[src/rtl/tff_counter_ctrl.sv]
// Sequencing controller for a WIDTH-bit toggle flip-flop bank forming a modulo-MOD up/down counter.
// The bank only ever updates as count ^ t_vec; t_vec is derived from state, commands and count.
module tff_counter_ctrl #(
  parameter int WIDTH = 4,
  parameter int MOD   = 10
) (
  input  logic             clk,
  input  logic             rst,
  input  logic             start,
  input  logic             stop,
  input  logic             pause,
  input  logic             up,
  input  logic             wrap,
  input  logic             load,
  input  logic [WIDTH-1:0] load_val,
  output logic [WIDTH-1:0] count,
  output logic [WIDTH-1:0] t_vec,
  output logic             tc,
  output logic             busy,
  output logic             done
);

  typedef enum logic [1:0] {
    IDLE   = 2'd0,
    RUN    = 2'd1,
    PAUSED = 2'd2,
    DONE   = 2'd3
  } state_t;

  localparam logic [WIDTH:0]   MOD_EXT = (WIDTH + 1)'(MOD);
  localparam logic [WIDTH-1:0] TERM_UP = WIDTH'(MOD - 1);

  state_t           state_reg, state_next;
  logic [WIDTH-1:0] count_reg;
  logic             busy_reg, done_reg;
  logic [WIDTH-1:0] t_vec_next;
  logic [WIDTH-1:0] inc_t, dec_t;
  logic [WIDTH-1:0] restart_t;
  logic [WIDTH-1:0] load_clamped;
  logic             at_term, out_of_range;

  // Ripple toggle enables: a bit flips when all lower bits are 1 (up) or all 0 (down).
  for (genvar gi = 0; gi < WIDTH; gi++) begin : g_toggle
    if (gi == 0) begin : g_lsb
      assign inc_t[gi] = 1'b1;
      assign dec_t[gi] = 1'b1;
    end else begin : g_upper
      assign inc_t[gi] = &count_reg[gi-1:0];
      assign dec_t[gi] = ~|count_reg[gi-1:0];
    end
  end

  assign at_term      = up ? (count_reg == TERM_UP) : (count_reg == '0);
  assign out_of_range = ({1'b0, count_reg} >= MOD_EXT);
  assign restart_t    = count_reg ^ (up ? '0 : TERM_UP);
  assign load_clamped = ({1'b0, load_val} >= MOD_EXT) ? TERM_UP : load_val;

  always_comb begin
    t_vec_next = '0;
    state_next = state_reg;
    if (rst) begin
      state_next = IDLE;
    end else if (stop) begin
      state_next = IDLE;
    end else if (load) begin
      t_vec_next = count_reg ^ load_clamped;
      state_next = (state_reg == RUN || state_reg == PAUSED) ? RUN : IDLE;
    end else begin
      case (state_reg)
        IDLE: begin
          if (start) state_next = RUN;
        end
        RUN: begin
          if (pause) begin
            state_next = PAUSED;
          end else if (out_of_range) begin
            t_vec_next = count_reg;
          end else if (at_term) begin
            if (wrap) t_vec_next = restart_t;
            else      state_next = DONE;
          end else begin
            t_vec_next = up ? inc_t : dec_t;
          end
        end
        PAUSED: begin
          if (!pause) state_next = RUN;
        end
        DONE: begin
          if (start) begin
            state_next = RUN;
            t_vec_next = restart_t;
          end
        end
        default: state_next = IDLE;
      endcase
    end
  end

  always_ff @(posedge clk) begin
    if (rst) begin
      state_reg <= IDLE;
      count_reg <= '0;
      busy_reg  <= 1'b0;
      done_reg  <= 1'b0;
    end else begin
      state_reg <= state_next;
      count_reg <= count_reg ^ t_vec_next;
      busy_reg  <= (state_next == RUN) || (state_next == PAUSED);
      done_reg  <= (state_next == DONE);
    end
  end

  assign count = count_reg;
  assign t_vec = t_vec_next;
  assign tc    = (state_reg == RUN) && !pause && at_term;
  assign busy  = busy_reg;
  assign done  = done_reg;

endmodule

[config.mk]
export PLATFORM = sky130hd
export DESIGN_NAME = tff_counter_ctrl
export DESIGN_NICKNAME = d
export VERILOG_FILES = /design/src/rtl/tff_counter_ctrl.sv
export SDC_FILE = /design/constraint.sdc
export NUM_CORES = 1
export LEC_CHECK = 0
export BUFFER_PORTS_ARGS = -buffer_cell sky130_fd_sc_hd__buf_2
export CAP_MARGIN = 10
export CORE_ASPECT_RATIO = 0.8
export CORE_MARGIN = 3
export CORE_UTILIZATION = 51
export CTS_CLUSTER_DIAMETER = 40
export DETAILED_ROUTE_END_ITERATION = 10
export GPL_TIMING_DRIVEN = 0
export PLACE_DENSITY = 0.86
export REMOVE_ABC_BUFFERS = 1
export SETUP_SLACK_MARGIN = 0.4
export SYNTH_ARGS = -nofsm -noshare
export SYNTH_HDL_FRONTEND = slang
export SYNTH_SLANG_ARGS = --single-unit
[constraint.sdc]
create_clock -name clk -period 2.15 [get_ports clk]
set_input_delay 0 -clock clk [delete_from_list [all_inputs] [get_ports clk]]
set_output_delay 0 -clock clk [all_outputs]
set_load 0.02 [all_outputs]
# == Word-level counts from Yosys, hierarchy flattened ==
# Cells that the tools add are included.
# word_totals
regBits,8
in_bits,12
output_inout_bits,11
# op_classes
magnitude_cmp,2
eq_ne,7
n_mux,24
bitwise_logic,3
n_reduce_logical,15
# ops
op,n
two-way mux 4 bit,11
two-way mux 2 bit,9
bitwise XOR 4 bit,3
equality test 2 bit (second input constant),4
greater-or-equal comparator 4 bit (second input constant),2
case mux 4 bit (2 select lines),1
case mux 2 bit (3 select lines),1
equality test 2 x 1 -> 1 bit (second input constant),2
equality test 4 bit (second input constant),1
zero test 1 bit,4
zero test 4 bit,1
OR reduction 2 bit,2
AND reduction 3 bit,1
OR reduction 3 bit,1
logical AND 1 bit,2
zero test 2 bit,1
logical OR 1 bit,2
two-way mux 1 bit,2
AND reduction 2 bit,1

# == Depth between registers and ports, before layout ==
# logic_depth
word_depth,11
mapped_depth,8

# == Worst setup path before layout ==
# OpenSTA, ideal clock, no wires.
# synth_timing
path_type,flip-flop to flip-flop
from,"reg count_reg[3], in the netlist count[3]"
to,"reg busy_reg, in the netlist busy"
arrival_time_ns,1.912
slack_ns,0.124
path_stages_with_launch,7
path_buffers,0
period_less_slack_ns,2.026
path_cell_list,dfxtp_1 > or3_4 > a211oi_4 > o21ai_2 > a2111oi_2 > ha_1 > nor2b_1
# synth_via
elab_chain_cells,11
word_cells_on_any_way,14
# synth_rtl
item,line,source
"start, declared",34,logic [WIDTH-1:0] count_reg;
"start signal, assigned",107,count_reg <= count_reg ^ t_vec_next;
equality test 4 bit / zero test 4 bit (equally long branches),53,assign at_term = up ? (count_reg == TERM_UP) : (count_reg == '0);
two-way mux 1 bit,53,
two-way mux 2 bit,78,end else if (at_term) begin
two-way mux 2 bit *,76,end else if (out_of_range) begin
two-way mux 2 bit *,74,if (pause) begin
case mux 2 bit (3 select lines) *,69,case (state_reg)
two-way mux 2 bit *,65,end else if (load) begin
two-way mux 2 bit *,63,end else if (stop) begin
two-way mux 2 bit *,61,if (rst) begin
named net state_next[1],33,"state_t state_reg, state_next;"
equality test 2 x 1 -> 1 bit / equality test 2 bit (equally long branches),108,busy_reg <= (state_next == RUN) || (state_next == PAUSED);
logical OR 1 bit *,108,
"end signal, assigned",108,
"end, declared",35,"logic busy_reg, done_reg;"
# The timed path passes the listed nets; every way through them passes the cells marked *.
# A chain may end at the register's enable or synchronous reset.

# == Worst setup path after layout ==
# Ends and elaborated chain as after synthesis.

==> results <==
- Clock-pin slew was measured on the worst setup and hold paths at 0.06 ns.
- The static power due to leakage is 0.438 nW.
- The global placement routability congestion is 0.773.
- Along the worst path, the maximum fanout reaches 3.
- The final critical-path required period is 2.00 ns.
- The source of the worst hold timing path is rst.
- The floorplan step set the die width to 51.2 µm.
- The detailed placer's ending HPWL is 1500 µm.
- From bottom edge to top edge, the die measures 42.2 µm.
- The number of flops mapped to enable cells by yosys is 0.
- TritonCTS built the clock tree.
- The number of stages on the worst hold path is 2.
- The detailed-routing iteration count for the pre-antenna-repair pass is 4.
- The final instance area is 1120 µm².
- Yosys attributes the largest share of cell area to sky130_fd_sc_hd__dfxtp_1 (19%), sky130_fd_sc_hd__ha_1 (6.0%), sky130_fd_sc_hd__xnor2_1 (5.3%), sky130_fd_sc_hd__nor2b_1 (3.8%), sky130_fd_sc_hd__o21ai_0 (3.6%).
- In this run the biggest area consumer among cell types represents 19.2% of the synthesized area.
- The total overflow left after global routing is 0.
- For the worst-skew pair, the clock arrives at the later sink with an insertion delay of 0.25 ns.
- In the layout the commonest cells are sky130_fd_sc_hd__buf_2 (19), sky130_fd_sc_hd__buf_4 (9), sky130_fd_sc_hd__inv_1 (5), sky130_fd_sc_hd__xnor2_1 (5).
- The most common library cell in the layout ignoring fill and taps is sky130_fd_sc_hd__buf_2.
- The flow ran to the end, and the final reports show no timing, DRC or antenna violations.
- The standard-cell row count is 12.
- The flop and latch count out of synthesis is 8.
- The power per cell area is 432 nW/µm².
- The routed wire length per instance is 16.1 µm.
- The area growth from synthesis to layout is 35.0%.
- The number of antenna violations at the first check in global routing is 0.
- The synthesized netlist occupies a cell area of 833 µm².
- The number of buffers and inverters on the critical path is 0.
- The async set or reset register ratio after synthesis is 0%.
- In this run the worst hold path is classified as in -> reg.
- For this run, the register share of the synthesized area comes to 19.2%.
- The number of CTS-inserted buffers is 3.
- The number of sinks driven by the clock tree is 8.
- The worst ir drop on vdd is 0.417 mV.
- STA puts the critical path data required time at 2.29 ns.
- The count of vias placed by the detailed router is 921.
- Timing would allow up to 499 MHz.
- Across the run, the number of max-cap violations was 0.
- Setup repair after global routing could not meet its margin everywhere.
- The final clock skew is 0.00205 ns.
- The number of antenna cells inserted is 0.
- The maximum number of pins on one net before global-route repair is 18.
- Counting tap cells, the placed design contains a total of 137 instances.
- The worst register-to-register path has a setup slack of 0.15 ns.
- The number of vias per cell after detailed routing is 6.18.
- The worst slew slack as a fraction of its limit is 73.1%.
- The clock tree root buffer cell is sky130_fd_sc_hd__clkbuf_4.
- The die footprint is 2160 µm².
- The register with the most flip-flops in the layout has 4 of them.
- The ratio of final minimum period to clock period is 93.2%.
- The number of cells produced by synthesis is 102.
- The number of warnings issued by yosys is 0.
- The total global-route track usage is 21.3%.
- The post-layout net count is 146.
- A synthesized cell averages 8.17 µm².
- The number of DRC markers in iteration 0 is 25.
- In this run the deepest clock path goes through 2 buffers.
- Counting cells, the worst reg-to-reg path comes to 6.
- In this design, the stage delay of the slowest critical-path cell is 0.40 ns.
- Broken down by cell family, the worst path's largest delay share belongs to compound AO/OA/AOI/OAI gates.
- After the flow finishes, the layout carries non-filler instances totaling 149.
- Walking the worst path, the cells encountered are or3_4, a211oi_4, o21ai_2, a2111oi_4, ha_1, nor2b_1.
- The endpoint identified for the worst register-to-register timing path is busy.
- The worst hold path terminates at done.
- The number of buffers added on ports is 22.
- Setup violations remaining at the end of the flow were counted as 0.
- The standard cell core area is 1460 µm².
- The most used flip-flop cell after synthesis is sky130_fd_sc_hd__dfxtp_1.
- The post-detailed-routing wire length is 2390 µm.
- The slowest stage of the critical path belongs to the cell sky130_fd_sc_hd__or3_4.
- The beginning of the worst register-to-register path is count[3].
- 23 I/O pins were placed.
- The number of pins exceeding their max-slew limit in the final report is 0.
- In this run the remaining antenna-violating nets after routing total 0.
- The post-detailed-placement cell area is 925 µm².
- CTS built an H-tree with a depth of 1.
- The first global-routing pass estimated 3570 µm of wire.
- For the worst setup path, the data arrival time is 2.15 ns.
- The count of unique library cells instantiated by Yosys is 42.
- The critical path capture point type is a flip-flop.
- The via count of the first global-routing pass is 753.
- The slew at the pin closest to its max-slew limit is 0.400 ns.
- The final-report hold violation count came to 0.
- The largest area contributor in the synthesized netlist is sky130_fd_sc_hd__dfxtp_1.
- The share of cells above drive strength 1 is 47.7%.
- STA classifies the critical path startpoint as a flip-flop.
- For this run, design rule violations remaining after detail routing come to 0.
- The initial utilization of the core area, before any placement, comes to 57.2%.
- The category of the critical setup timing path is reg -> reg.
per-stage QoR:
| stage | setup TNS (ns) | utilization [%] | setup WS [ns] | total power [W] | hold slack [ns] |
|---|---|---|---|---|---|
| 6_report | 0 | 77.2 | 0.145 | 0.000486 | 0.0162 |
| 5_1_grt | 0 | 77.2 | 0.0961 | 0.000509 | 0.0166 |
| 4_1_cts | 0 | 70.4 | 0.157 | 0.000455 | 0.00357 |
| 3_5_place_dp | -0.0815 | 63.5 | -0.0815 | 0.000320 | 0.266 |
| 3_3_place_gp | -0.0497 | 63.5 | -0.0497 | 0.000316 | 0.267 |
| 2_1_floorplan | 0 | - | 0.0235 | 0.000271 | 0.0694 |
how the worst max path moves through the flow:
stage             start  endpoint  slack [ns]  cells after the start
2_1_floorplan  count[3]      busy        0.02                      6
3_3_place_gp   count[3]      busy       -0.05                      6
3_5_place_dp   count[3]      busy       -0.08                      6
4_1_cts        count[3]      busy        0.16                      6
5_1_grt        count[3]      busy         0.1                      6
6_report       count[3]      busy        0.15                      6
cell type report:
type                    instances  area [µm²]
repair buffers                 31         196
clock buffers                   3        22.5
inverters                       6        22.5
flip-flops and latches          8         173
multi-input cells              80         684
well taps                      21        26.3
fillers                       104         332
cell families after synthesis:
| family | Yosys count | synth area share, % |
|---|---|---|
| fa+ha+maj | 4 | 6.01 |
| compound gates | 36 | 34.7 |
| flops | 8 | 19.2 |
| xor+xnor | 5 | 5.26 |
| buf+inv | 14 | 8.11 |
| mux | 2 | 2.40 |
| simple gates | 33 | 24.3 |
Yosys cell counts, types with 3 or more instances:
cell                       n
sky130_fd_sc_hd__nand2b_1  4
sky130_fd_sc_hd__inv_1     6
sky130_fd_sc_hd__buf_2     3
sky130_fd_sc_hd__o21ai_0   6
sky130_fd_sc_hd__a31oi_1   3
sky130_fd_sc_hd__xnor2_1   5
sky130_fd_sc_hd__a21oi_1   5
sky130_fd_sc_hd__o211ai_1  3
sky130_fd_sc_hd__dfxtp_1   8
sky130_fd_sc_hd__nor2_1    4
sky130_fd_sc_hd__a221oi_1  3
sky130_fd_sc_hd__and3_1    3
sky130_fd_sc_hd__ha_1      4
sky130_fd_sc_hd__nor2b_1   5
sky130_fd_sc_hd__clkbuf_1  3
power breakdown:
group / internal, W / switching, W
sequential: 0.000157 / 0.0000152
combinational: 0.0000892 / 0.000105
clock: 0.0000641 / 0.0000543
worst reg2reg max path, cell delays in order (launching register included):
cell and delay, ns:
sky130_fd_sc_hd__dfxtp_4 0.34, sky130_fd_sc_hd__or3_4 0.40, sky130_fd_sc_hd__a211oi_4 0.32, sky130_fd_sc_hd__o21ai_2 0.13, sky130_fd_sc_hd__a2111oi_4 0.30, sky130_fd_sc_hd__ha_1 0.27, sky130_fd_sc_hd__nor2b_1 0.13
layer usage:
layer	part of all wire, %	GRT usage (%)	up-vias
met5	0	0	-
met4	0.63	4.84	0
met3	7.6	4.63	2
met2	45	32.9	50
met1	47	30.0	435
li1	-	-	434
repair_timing:
action                                  in CTS  in global routing
setup buffers                                6                  3
pin swaps                                    6                 12
endpoints found under the setup margin       8                  8
hold buffers                                 0                  0
gates resized for setup                     12                 21
Note: power is estimated with default switching activity, not from simulation.
